File: src/rtl/holy_clint_mh_if.sv
// AXI-Lite bus bundle used by the HOLY CORE peripherals.
// The slave modport is the view a register block sees; the master modport is the view a bus driver sees.
interface axi_lite_if #(
  parameter int ADDR_W = 32,
  parameter int DATA_W = 32
);
  logic [ADDR_W-1:0]   awaddr;
  logic                awvalid;
  logic                awready;
  logic [DATA_W-1:0]   wdata;
  logic [DATA_W/8-1:0] wstrb;
  logic                wvalid;
  logic                wready;
  logic [1:0]          bresp;
  logic                bvalid;
  logic                bready;
  logic [ADDR_W-1:0]   araddr;
  logic                arvalid;
  logic                arready;
  logic [DATA_W-1:0]   rdata;
  logic [1:0]          rresp;
  logic                rvalid;
  logic                rready;

  modport slave (
    input  awaddr, awvalid, wdata, wstrb, wvalid, bready, araddr, arvalid, rready,
    output awready, wready, bresp, bvalid, arready, rdata, rresp, rvalid
  );

  modport master (
    output awaddr, awvalid, wdata, wstrb, wvalid, bready, araddr, arvalid, rready,
    input  awready, wready, bresp, bvalid, arready, rdata, rresp, rvalid
  );
endinterface

File: src/rtl/holy_clint_mh.sv
// Multi-hart CLINT: shared prescaled 64-bit mtime, per-hart mtimecmp/msip, AXI-Lite slave.
// One transaction is in flight at a time; reads win over writes when both arrive together.
module holy_clint_mh #(
  parameter logic [31:0] BASE_ADDR = 32'h0,
  parameter int          NUM_HARTS = 1,
  parameter int          TICK_DIV  = 1
) (
  input  logic                 clk,
  input  logic                 rst_n,
  axi_lite_if.slave            s_axi_lite,
  output logic [NUM_HARTS-1:0] timer_irq,
  output logic [NUM_HARTS-1:0] soft_irq
);

  localparam logic [15:0] TICK_LAST   = 16'(TICK_DIV - 1);
  localparam logic [1:0]  RESP_OKAY   = 2'b00;
  localparam logic [1:0]  RESP_SLVERR = 2'b10;

  typedef enum logic [1:0] {
    ST_IDLE,
    ST_RDATA,
    ST_WDATA,
    ST_WRESP
  } state_t;

  state_t      state_q, state_d;
  logic [31:0] addr_q, addr_d;
  logic        err_q, err_d;
  logic [15:0] presc_q, presc_d;
  logic [63:0] mtime_q, mtime_d;
  logic        tick;

  logic        aligned;
  logic        word_hi;
  logic        msip_hit;
  logic        cmp_hit;
  logic        mtime_hit;
  logic [3:0]  msip_idx;
  logic [3:0]  cmp_idx;
  logic        wr_fire;

  logic [63:0]          mtimecmp_vec [NUM_HARTS];
  logic [NUM_HARTS-1:0] msip_vec;

  logic [31:0] rdata_mux;
  logic [1:0]  rresp_mux;

  function automatic logic [31:0] merge_bytes(input logic [31:0] old_w,
                                              input logic [31:0] new_w,
                                              input logic [3:0]  strb);
    logic [31:0] res;
    res = old_w;
    for (int b = 0; b < 4; b++) begin
      if (strb[b]) res[8*b +: 8] = new_w[8*b +: 8];
    end
    return res;
  endfunction

  // Address decode works on the latched offset, so it is shared by the read and write paths.
  always_comb begin
    aligned   = (addr_q[1:0] == 2'b00);
    word_hi   = addr_q[2];
    msip_idx  = addr_q[5:2];
    cmp_idx   = addr_q[6:3];
    msip_hit  = aligned && (addr_q[31:14] == 18'h0) && (addr_q[13:2] < 12'(NUM_HARTS));
    cmp_hit   = aligned && (addr_q[31:14] == 18'h1) && (addr_q[13:3] < 11'(NUM_HARTS));
    mtime_hit = aligned && (addr_q[31:3] == 29'h17FF);
  end

  assign wr_fire = (state_q == ST_WDATA) && s_axi_lite.wvalid;

  // Unwritten mtime bytes follow the incremented value so a tick is never lost on a partial write.
  always_comb begin
    tick    = (presc_q == TICK_LAST);
    presc_d = tick ? 16'h0 : presc_q + 16'h1;
    mtime_d = mtime_q + 64'(tick);
    if (wr_fire && mtime_hit) begin
      if (word_hi) begin
        mtime_d[63:32] = merge_bytes(mtime_d[63:32], s_axi_lite.wdata, s_axi_lite.wstrb);
      end else begin
        mtime_d[31:0]  = merge_bytes(mtime_d[31:0], s_axi_lite.wdata, s_axi_lite.wstrb);
      end
    end
  end

  always_comb begin
    state_d = state_q;
    addr_d  = addr_q;
    err_d   = err_q;
    case (state_q)
      ST_IDLE: begin
        if (s_axi_lite.arvalid) begin
          addr_d  = s_axi_lite.araddr - BASE_ADDR;
          state_d = ST_RDATA;
        end else if (s_axi_lite.awvalid) begin
          addr_d  = s_axi_lite.awaddr - BASE_ADDR;
          state_d = ST_WDATA;
        end
      end
      ST_RDATA: begin
        if (s_axi_lite.rready) state_d = ST_IDLE;
      end
      ST_WDATA: begin
        if (s_axi_lite.wvalid) begin
          err_d   = !(msip_hit || cmp_hit || mtime_hit);
          state_d = ST_WRESP;
        end
      end
      ST_WRESP: begin
        if (s_axi_lite.bready) state_d = ST_IDLE;
      end
      default: state_d = ST_IDLE;
    endcase
  end

  always_ff @(posedge clk) begin
    if (!rst_n) begin
      state_q <= ST_IDLE;
      addr_q  <= 32'h0;
      err_q   <= 1'b0;
      presc_q <= 16'h0;
      mtime_q <= 64'h0;
    end else begin
      state_q <= state_d;
      addr_q  <= addr_d;
      err_q   <= err_d;
      presc_q <= presc_d;
      mtime_q <= mtime_d;
    end
  end

  for (genvar gi = 0; gi < NUM_HARTS; gi++) begin : g_hart
    logic [63:0] cmp_q, cmp_d;
    logic        msip_q, msip_d;
    logic        sel_msip;
    logic        sel_cmp;

    always_comb begin
      sel_msip = wr_fire && msip_hit && (msip_idx == 4'(gi));
      sel_cmp  = wr_fire && cmp_hit && (cmp_idx == 4'(gi));
      cmp_d    = cmp_q;
      msip_d   = msip_q;
      if (sel_msip && s_axi_lite.wstrb[0]) msip_d = s_axi_lite.wdata[0];
      if (sel_cmp) begin
        if (word_hi) begin
          cmp_d[63:32] = merge_bytes(cmp_q[63:32], s_axi_lite.wdata, s_axi_lite.wstrb);
        end else begin
          cmp_d[31:0]  = merge_bytes(cmp_q[31:0], s_axi_lite.wdata, s_axi_lite.wstrb);
        end
      end
    end

    always_ff @(posedge clk) begin
      if (!rst_n) begin
        cmp_q  <= '1;
        msip_q <= 1'b0;
      end else begin
        cmp_q  <= cmp_d;
        msip_q <= msip_d;
      end
    end

    assign mtimecmp_vec[gi] = cmp_q;
    assign msip_vec[gi]     = msip_q;
    assign timer_irq[gi]    = (mtime_q >= cmp_q);
    assign soft_irq[gi]     = msip_q;
  end

  // mtime is read live, so a stalled read of it may advance; software uses hi/lo/hi.
  always_comb begin
    rdata_mux = 32'hFFFF_FFFF;
    rresp_mux = RESP_SLVERR;
    if (msip_hit) begin
      rresp_mux = RESP_OKAY;
      rdata_mux = 32'h0;
      for (int h = 0; h < NUM_HARTS; h++) begin
        if (msip_idx == 4'(h)) rdata_mux = {31'h0, msip_vec[h]};
      end
    end else if (cmp_hit) begin
      rresp_mux = RESP_OKAY;
      rdata_mux = 32'h0;
      for (int h = 0; h < NUM_HARTS; h++) begin
        if (cmp_idx == 4'(h)) rdata_mux = word_hi ? mtimecmp_vec[h][63:32] : mtimecmp_vec[h][31:0];
      end
    end else if (mtime_hit) begin
      rresp_mux = RESP_OKAY;
      rdata_mux = word_hi ? mtime_q[63:32] : mtime_q[31:0];
    end
  end

  assign s_axi_lite.arready = (state_q == ST_IDLE);
  assign s_axi_lite.awready = (state_q == ST_IDLE) && !s_axi_lite.arvalid;
  assign s_axi_lite.wready  = (state_q == ST_WDATA);
  assign s_axi_lite.rvalid  = (state_q == ST_RDATA);
  assign s_axi_lite.rdata   = rdata_mux;
  assign s_axi_lite.rresp   = rresp_mux;
  assign s_axi_lite.bvalid  = (state_q == ST_WRESP);
  assign s_axi_lite.bresp   = err_q ? RESP_SLVERR : RESP_OKAY;

endmodule

File: src/flat_wrapper.sv
// flat-port wrapper written by rule: the top's interface ports become plain ports
module holy_clint_mh_flat 
#(
  parameter logic [31:0] BASE_ADDR = 32'h0,
  parameter int          NUM_HARTS = 1,
  parameter int          TICK_DIV  = 1
)
  (clk, rst_n, timer_irq, soft_irq, s_axi_lite_awaddr, s_axi_lite_awvalid, s_axi_lite_wdata, s_axi_lite_wstrb, s_axi_lite_wvalid, s_axi_lite_bready, s_axi_lite_araddr, s_axi_lite_arvalid, s_axi_lite_rready, s_axi_lite_awready, s_axi_lite_wready, s_axi_lite_bresp, s_axi_lite_bvalid, s_axi_lite_arready, s_axi_lite_rdata, s_axi_lite_rresp, s_axi_lite_rvalid);
  axi_lite_if s_axi_lite_i ();
  input  logic clk;
  input  logic rst_n;
  output logic [NUM_HARTS-1:0] timer_irq;
  output logic [NUM_HARTS-1:0] soft_irq;
  input wire logic [$bits(s_axi_lite_i.awaddr)-1:0] s_axi_lite_awaddr;
  input wire logic [$bits(s_axi_lite_i.awvalid)-1:0] s_axi_lite_awvalid;
  input wire logic [$bits(s_axi_lite_i.wdata)-1:0] s_axi_lite_wdata;
  input wire logic [$bits(s_axi_lite_i.wstrb)-1:0] s_axi_lite_wstrb;
  input wire logic [$bits(s_axi_lite_i.wvalid)-1:0] s_axi_lite_wvalid;
  input wire logic [$bits(s_axi_lite_i.bready)-1:0] s_axi_lite_bready;
  input wire logic [$bits(s_axi_lite_i.araddr)-1:0] s_axi_lite_araddr;
  input wire logic [$bits(s_axi_lite_i.arvalid)-1:0] s_axi_lite_arvalid;
  input wire logic [$bits(s_axi_lite_i.rready)-1:0] s_axi_lite_rready;
  output wire logic [$bits(s_axi_lite_i.awready)-1:0] s_axi_lite_awready;
  output wire logic [$bits(s_axi_lite_i.wready)-1:0] s_axi_lite_wready;
  output wire logic [$bits(s_axi_lite_i.bresp)-1:0] s_axi_lite_bresp;
  output wire logic [$bits(s_axi_lite_i.bvalid)-1:0] s_axi_lite_bvalid;
  output wire logic [$bits(s_axi_lite_i.arready)-1:0] s_axi_lite_arready;
  output wire logic [$bits(s_axi_lite_i.rdata)-1:0] s_axi_lite_rdata;
  output wire logic [$bits(s_axi_lite_i.rresp)-1:0] s_axi_lite_rresp;
  output wire logic [$bits(s_axi_lite_i.rvalid)-1:0] s_axi_lite_rvalid;
  assign s_axi_lite_i.awaddr = s_axi_lite_awaddr;
  assign s_axi_lite_i.awvalid = s_axi_lite_awvalid;
  assign s_axi_lite_i.wdata = s_axi_lite_wdata;
  assign s_axi_lite_i.wstrb = s_axi_lite_wstrb;
  assign s_axi_lite_i.wvalid = s_axi_lite_wvalid;
  assign s_axi_lite_i.bready = s_axi_lite_bready;
  assign s_axi_lite_i.araddr = s_axi_lite_araddr;
  assign s_axi_lite_i.arvalid = s_axi_lite_arvalid;
  assign s_axi_lite_i.rready = s_axi_lite_rready;
  assign s_axi_lite_awready = s_axi_lite_i.awready;
  assign s_axi_lite_wready = s_axi_lite_i.wready;
  assign s_axi_lite_bresp = s_axi_lite_i.bresp;
  assign s_axi_lite_bvalid = s_axi_lite_i.bvalid;
  assign s_axi_lite_arready = s_axi_lite_i.arready;
  assign s_axi_lite_rdata = s_axi_lite_i.rdata;
  assign s_axi_lite_rresp = s_axi_lite_i.rresp;
  assign s_axi_lite_rvalid = s_axi_lite_i.rvalid;
  holy_clint_mh #(.BASE_ADDR(BASE_ADDR), .NUM_HARTS(NUM_HARTS), .TICK_DIV(TICK_DIV)) u_core (.clk(clk), .rst_n(rst_n), .s_axi_lite(s_axi_lite_i), .timer_irq(timer_irq), .soft_irq(soft_irq));
endmodule
File: config.mk
export PLATFORM = sky130hd
export DESIGN_NAME = holy_clint_mh_flat
export DESIGN_NICKNAME = d
export VERILOG_FILES = /design/src/rtl/holy_clint_mh_if.sv /design/src/rtl/holy_clint_mh.sv /design/src/flat_wrapper.sv
export SDC_FILE = /design/constraint.sdc
export NUM_CORES = 1
export LEC_CHECK = 0
export CORE_MARGIN = 1.5
export CORE_UTILIZATION = 48
export DETAILED_ROUTE_END_ITERATION = 10
export PLACE_DENSITY_LB_ADDON = 0.25
export SLEW_MARGIN = 20
export SYNTH_ARGS = -nofsm -noshare
export SYNTH_HDL_FRONTEND = slang
export SYNTH_SLANG_ARGS = --single-unit
File: constraint.sdc
create_clock -name clk -period 3 [get_ports clk]
set_clock_uncertainty 0.1 [all_clocks]
set_input_delay 0.6 -clock clk [delete_from_list [all_inputs] [get_ports clk]]
set_output_delay 0.6 -clock clk [all_outputs]
set_load 0.01 [all_outputs]
After elaboration in Yosys (flattened, before gate mapping)
Index checks and enable logic that the tools add are counted.

storage, ports and cells
  logic and storage cells = 96
  register bits after elaboration = 180
  input port bits = 107
  output and inout port bits = 43

operators by class
  reductions and logical operators = 36
  multiplexer cells = 30
  $lt $le $gt $ge = 3
  equality and inequality tests = 9
  bitwise logic cells = 2
  add/subtract/negate cells = 2

operator list
  operator                                                               number
  32-bit 2-to-1 mux                                                      10
  64-bit by 1-bit adder with 64-bit output                               1
  64-bit >= comparator                                                   1
  64-bit 2-to-1 mux                                                      1
  8-bit 2-to-1 mux                                                       8
  29-bit by 13-bit == test with 1-bit output, second input constant      1
  3-bit AND reduction                                                    8
  18-bit by 1-bit == test with 1-bit output, second input constant       1
  18-bit zero test                                                       1
  2-bit 2-to-1 mux                                                       9
  16-bit by 1-bit adder with 16-bit output, second input constant        1
  16-bit zero test                                                       1
  1-bit logical AND                                                      13
  12-bit by 1-bit < comparator with 1-bit output, second input constant  1
  11-bit by 1-bit < comparator with 1-bit output, second input constant  1
  4-bit zero test                                                        2
  2-bit case mux with 4 select lines                                     1
  2-bit != test, second input constant                                   3
  2-bit == test, second input constant                                   2
  2-bit zero test                                                        2
  2-bit AND reduction                                                    2
  4-bit AND reduction                                                    1
  3-bit != test, second input constant                                   1
  2-bit by 1-bit == test with 1-bit output, second input constant        1
  6 further kinds                                                        9

Logic depth before layout (Yosys ltp)
  word-level depth = 6
  depth in mapped cells = 13
  depth with buffers taken out = 12

Worst setup path after synthesis
No wires, ideal clock.

  path kind = register to output
  start = reg u_core.g_hart[0].cmp_q[61]
  end = out timer_irq
  path buffers = 0
  cell stages (with the launch flop) = 9
  data required time = 2.300 ns
  data arrival time = 2.180 ns
  setup slack = 0.120 ns
  cells stage by stage = dfxtp_1 inv_1 ha_1 nand4_1 nor4_1 or3b_2 nor4_1 nand2_1 o211ai_1

between the ends
  word-level cells in the longest chain between the ends = 1

ends and longest elaborated chain
  what                    line                  RTL
  from (decl)             holy_clint_mh.sv:133  logic [63:0] cmp_q, cmp_d;
  from (signal assigned)  holy_clint_mh.sv:158  cmp_q <= cmp_d;
  64-bit >= comparator    holy_clint_mh.sv:165  assign timer_irq[gi] = (mtime_q >= cmp_q);
  to (decl)               flat_wrapper.sv:12    output logic [NUM_HARTS-1:0] timer_irq;

Every way passes these cells.

Worst setup path in the final report
  start = reg u_core.g_hart[0].cmp_q[30]
  end = out timer_irq

Same word-level chain as after synthesis.

==> metrics <==
chip height=153.6 µm; vias=10681; Least-Margin Pin Slew=0.8292 ns; DRC=0; fin. max-slew vios=0; nets=1712; DR WL/cell=18.73 µm; vias per inst=5.837; CP Data Required Time=2.30 ns; Final Hold Viols=0; status=finished with violations; Routed met3 length=2820 µm; Slew headroom=0.4472; Top FF cell, synth=dfxtp_1; setup violators final=29; Chip Width=153.6 µm; Total Power=0.005464 W; failing checks=setup timing; RSZ-0062 raised after global routing=yes; met1 wire length=14120 µm; Place WS=-0.8316 ns; Skew-Pair Late Insertion Delay=0.46 ns; detailed-routed wire length on met2=16220 µm; Post-synth EDFFs=0; hpwl dp=22020 µm; gr usage total=0.2840; # rows=54; area growth from synthesis to layout=36.81%; TritonCTS clock tree=built; Synth cell types=56; vias in the first global route=10221; Crit Path Max Fanout=2; Synth top area share=0.3310; fillers=1725; hold buffers post-CTS=0; Synth area leader=dfxtp_1; top sig layer=met4; Async SR Flop Fraction=0; CP endpoint kind=primary output; Yosys reg bits=180; DRT iter0 DRCs=758; GR Overflow Total=0; CTS Buf Count=17; H-tree depth=4; drt pass-1 iters=5; Fmax=0.2922 GHz; WL final=34270 µm; Initial Utilization=0.4943; leakage power=6.804 nW; placed inst area=13260 µm²; core area=22030 µm²; Worst Setup Start Kind=flip-flop; dominant cells by area after synthesis=dfxtp_1, mux2i_1, ha_1; Worst VDD drop=0.3634 mV; CP arrival=2.72 ns; post-route setup TNS=-4.179 ns; root buf cell=clkbuf_16; Sink Count=180; antenna violations before repair=0; Crit Path Category=reg -> out; hold_ws=0.3677 ns; Port Buffer Count=147; post-route ant nets=0; # IOs=150; commonest cells after routing, fill and taps aside=dfxtp_1, nand2_1, mux2i_1, clkdlybuf4s50_1, buf_4; Worst-path clk slew=0.07 ns; # diodes=0; syn avg cell area=8.408 µm²; die area=23600 µm²; first-pass GRT wire length=53620 µm; Max Cap Violations=0; largest net degree at the start of global routing=101; layout cells sized above 1=0.2284; Hold Path Class=reg -> reg; post-synthesis cell count=1295; area of the mapped netlist=10890 µm²; fin crit share=1.141; register area share after synthesis=0.3310; PnR worst setup slack=-0.4220 ns; Synth Warn #=0; clock buffer depth=2; Finished Cell Area=14900 µm²; GPL Wtd Cong=0.8520; min Tclk post-route=3.422 ns; most common cell after layout, fill and taps aside=dfxtp_1; power density cells=366.8 nW/µm²
logic make-up after synthesis:
group,count (synthesis),share of synthesized area
simple gates,397,0.1905
compound gates,283,0.1577
fa+ha+maj,68,0.07814
buf+inv,156,0.05792
mux,135,0.1241
xor+xnor,75,0.06033
other cells,1,0.0003444
flops,180,0.3310
report_power, final:
group	switching (W)	internal (W)	total (W)
Sequential	0.0000723	0.00245	0.00252
Combinational	0.000373	0.000341	0.000714
Clock	0.00110	0.00112	0.00223
Total	0.00155	0.00392	0.00546
what timing repair did:
action	CTS	global route
pin swaps	27	18
setup buffers	36	15
cloned	4	1
gates resized for setup	241	68
endpoints found under the setup margin	34	67
sequential cells by signal (all words and copies together) (netlist names):
name / flops
u_core.g_hart.cmp_q: 64
u_core.err_q: 1
u_core.soft_irq: 1
u_core.mtime_q: 64
u_core.state_q: 2
u_core.presc_q: 16
u_core.addr_q: 32
path summary, 6_finish.rpt:
check	from	endpoint	slack, ns	cells after the start
worst max-delay path	u_core.g_hart[0].cmp_q[30]	timer_irq	-0.42	9
worst min-delay path	u_core.presc_q[0]	u_core.presc_q[0]	0.37	1
worst max register to register	u_core.addr_q[16]	u_core.mtime_q[17]	0	15
worst min register to register	u_core.presc_q[0]	u_core.presc_q[0]	0.37	1
cell usage after synthesis (13+ instances only):
master,count
nand4_1,28
nor4_1,16
a211oi_1,80
nor2_1,87
a21oi_1,87
xnor2_1,37
buf_2,15
clkbuf_1,39
nand2_1,144
o21ai_0,76
and3_1,13
inv_1,81
buf_1,14
nand3_1,30
nor3_1,19
ha_1,68
dfxtp_1,180
xor2_1,38
mux2i_1,135
per-layer routing:
layer | global-route usage | vias up
li1 | - | 5088
met1 | 0.3591 | 5019
met2 | 0.4646 | 492
met3 | 0.05862 | 82
met4 | 0.1322 | 0
met5 | 0 | -
area by class of cell:
type | count | area (µm²) | share of cell area
sequential | 180 | 3633 | 0.2439
multi-input combinational | 961 | 7278 | 0.4886
tap | 280 | 350.3 | 0.02352
clock buffer | 18 | 439.2 | 0.02948
clock inverter | 14 | 136.4 | 0.009156
inverter | 82 | 307.8 | 0.02066
timing repair buffer | 295 | 2750 | 0.1846
per-stage QoR:
stage / std cells / util
2_1_floorplan: 1296 / -
3_3_place_gp: 1750 / 0.6021
3_5_place_dp: 1750 / 0.6021
4_1_cts: 1821 / 0.6606
5_1_grt: 1830 / 0.6763
6_report: 1830 / 0.6763
worst max-delay path, cell delays in order, from the launching register on:
cell and delay [ns]:
dfxtp_2 0.34, inv_2 0.04, ha_4 0.26, nand4_1 0.18
nor3_1 0.18, or4b_4 0.53, nor4_4 0.18, a211oi_2 0.10
o211ai_1 0.28, buf_2 0.19
Power figures use the tool's default switching activity.
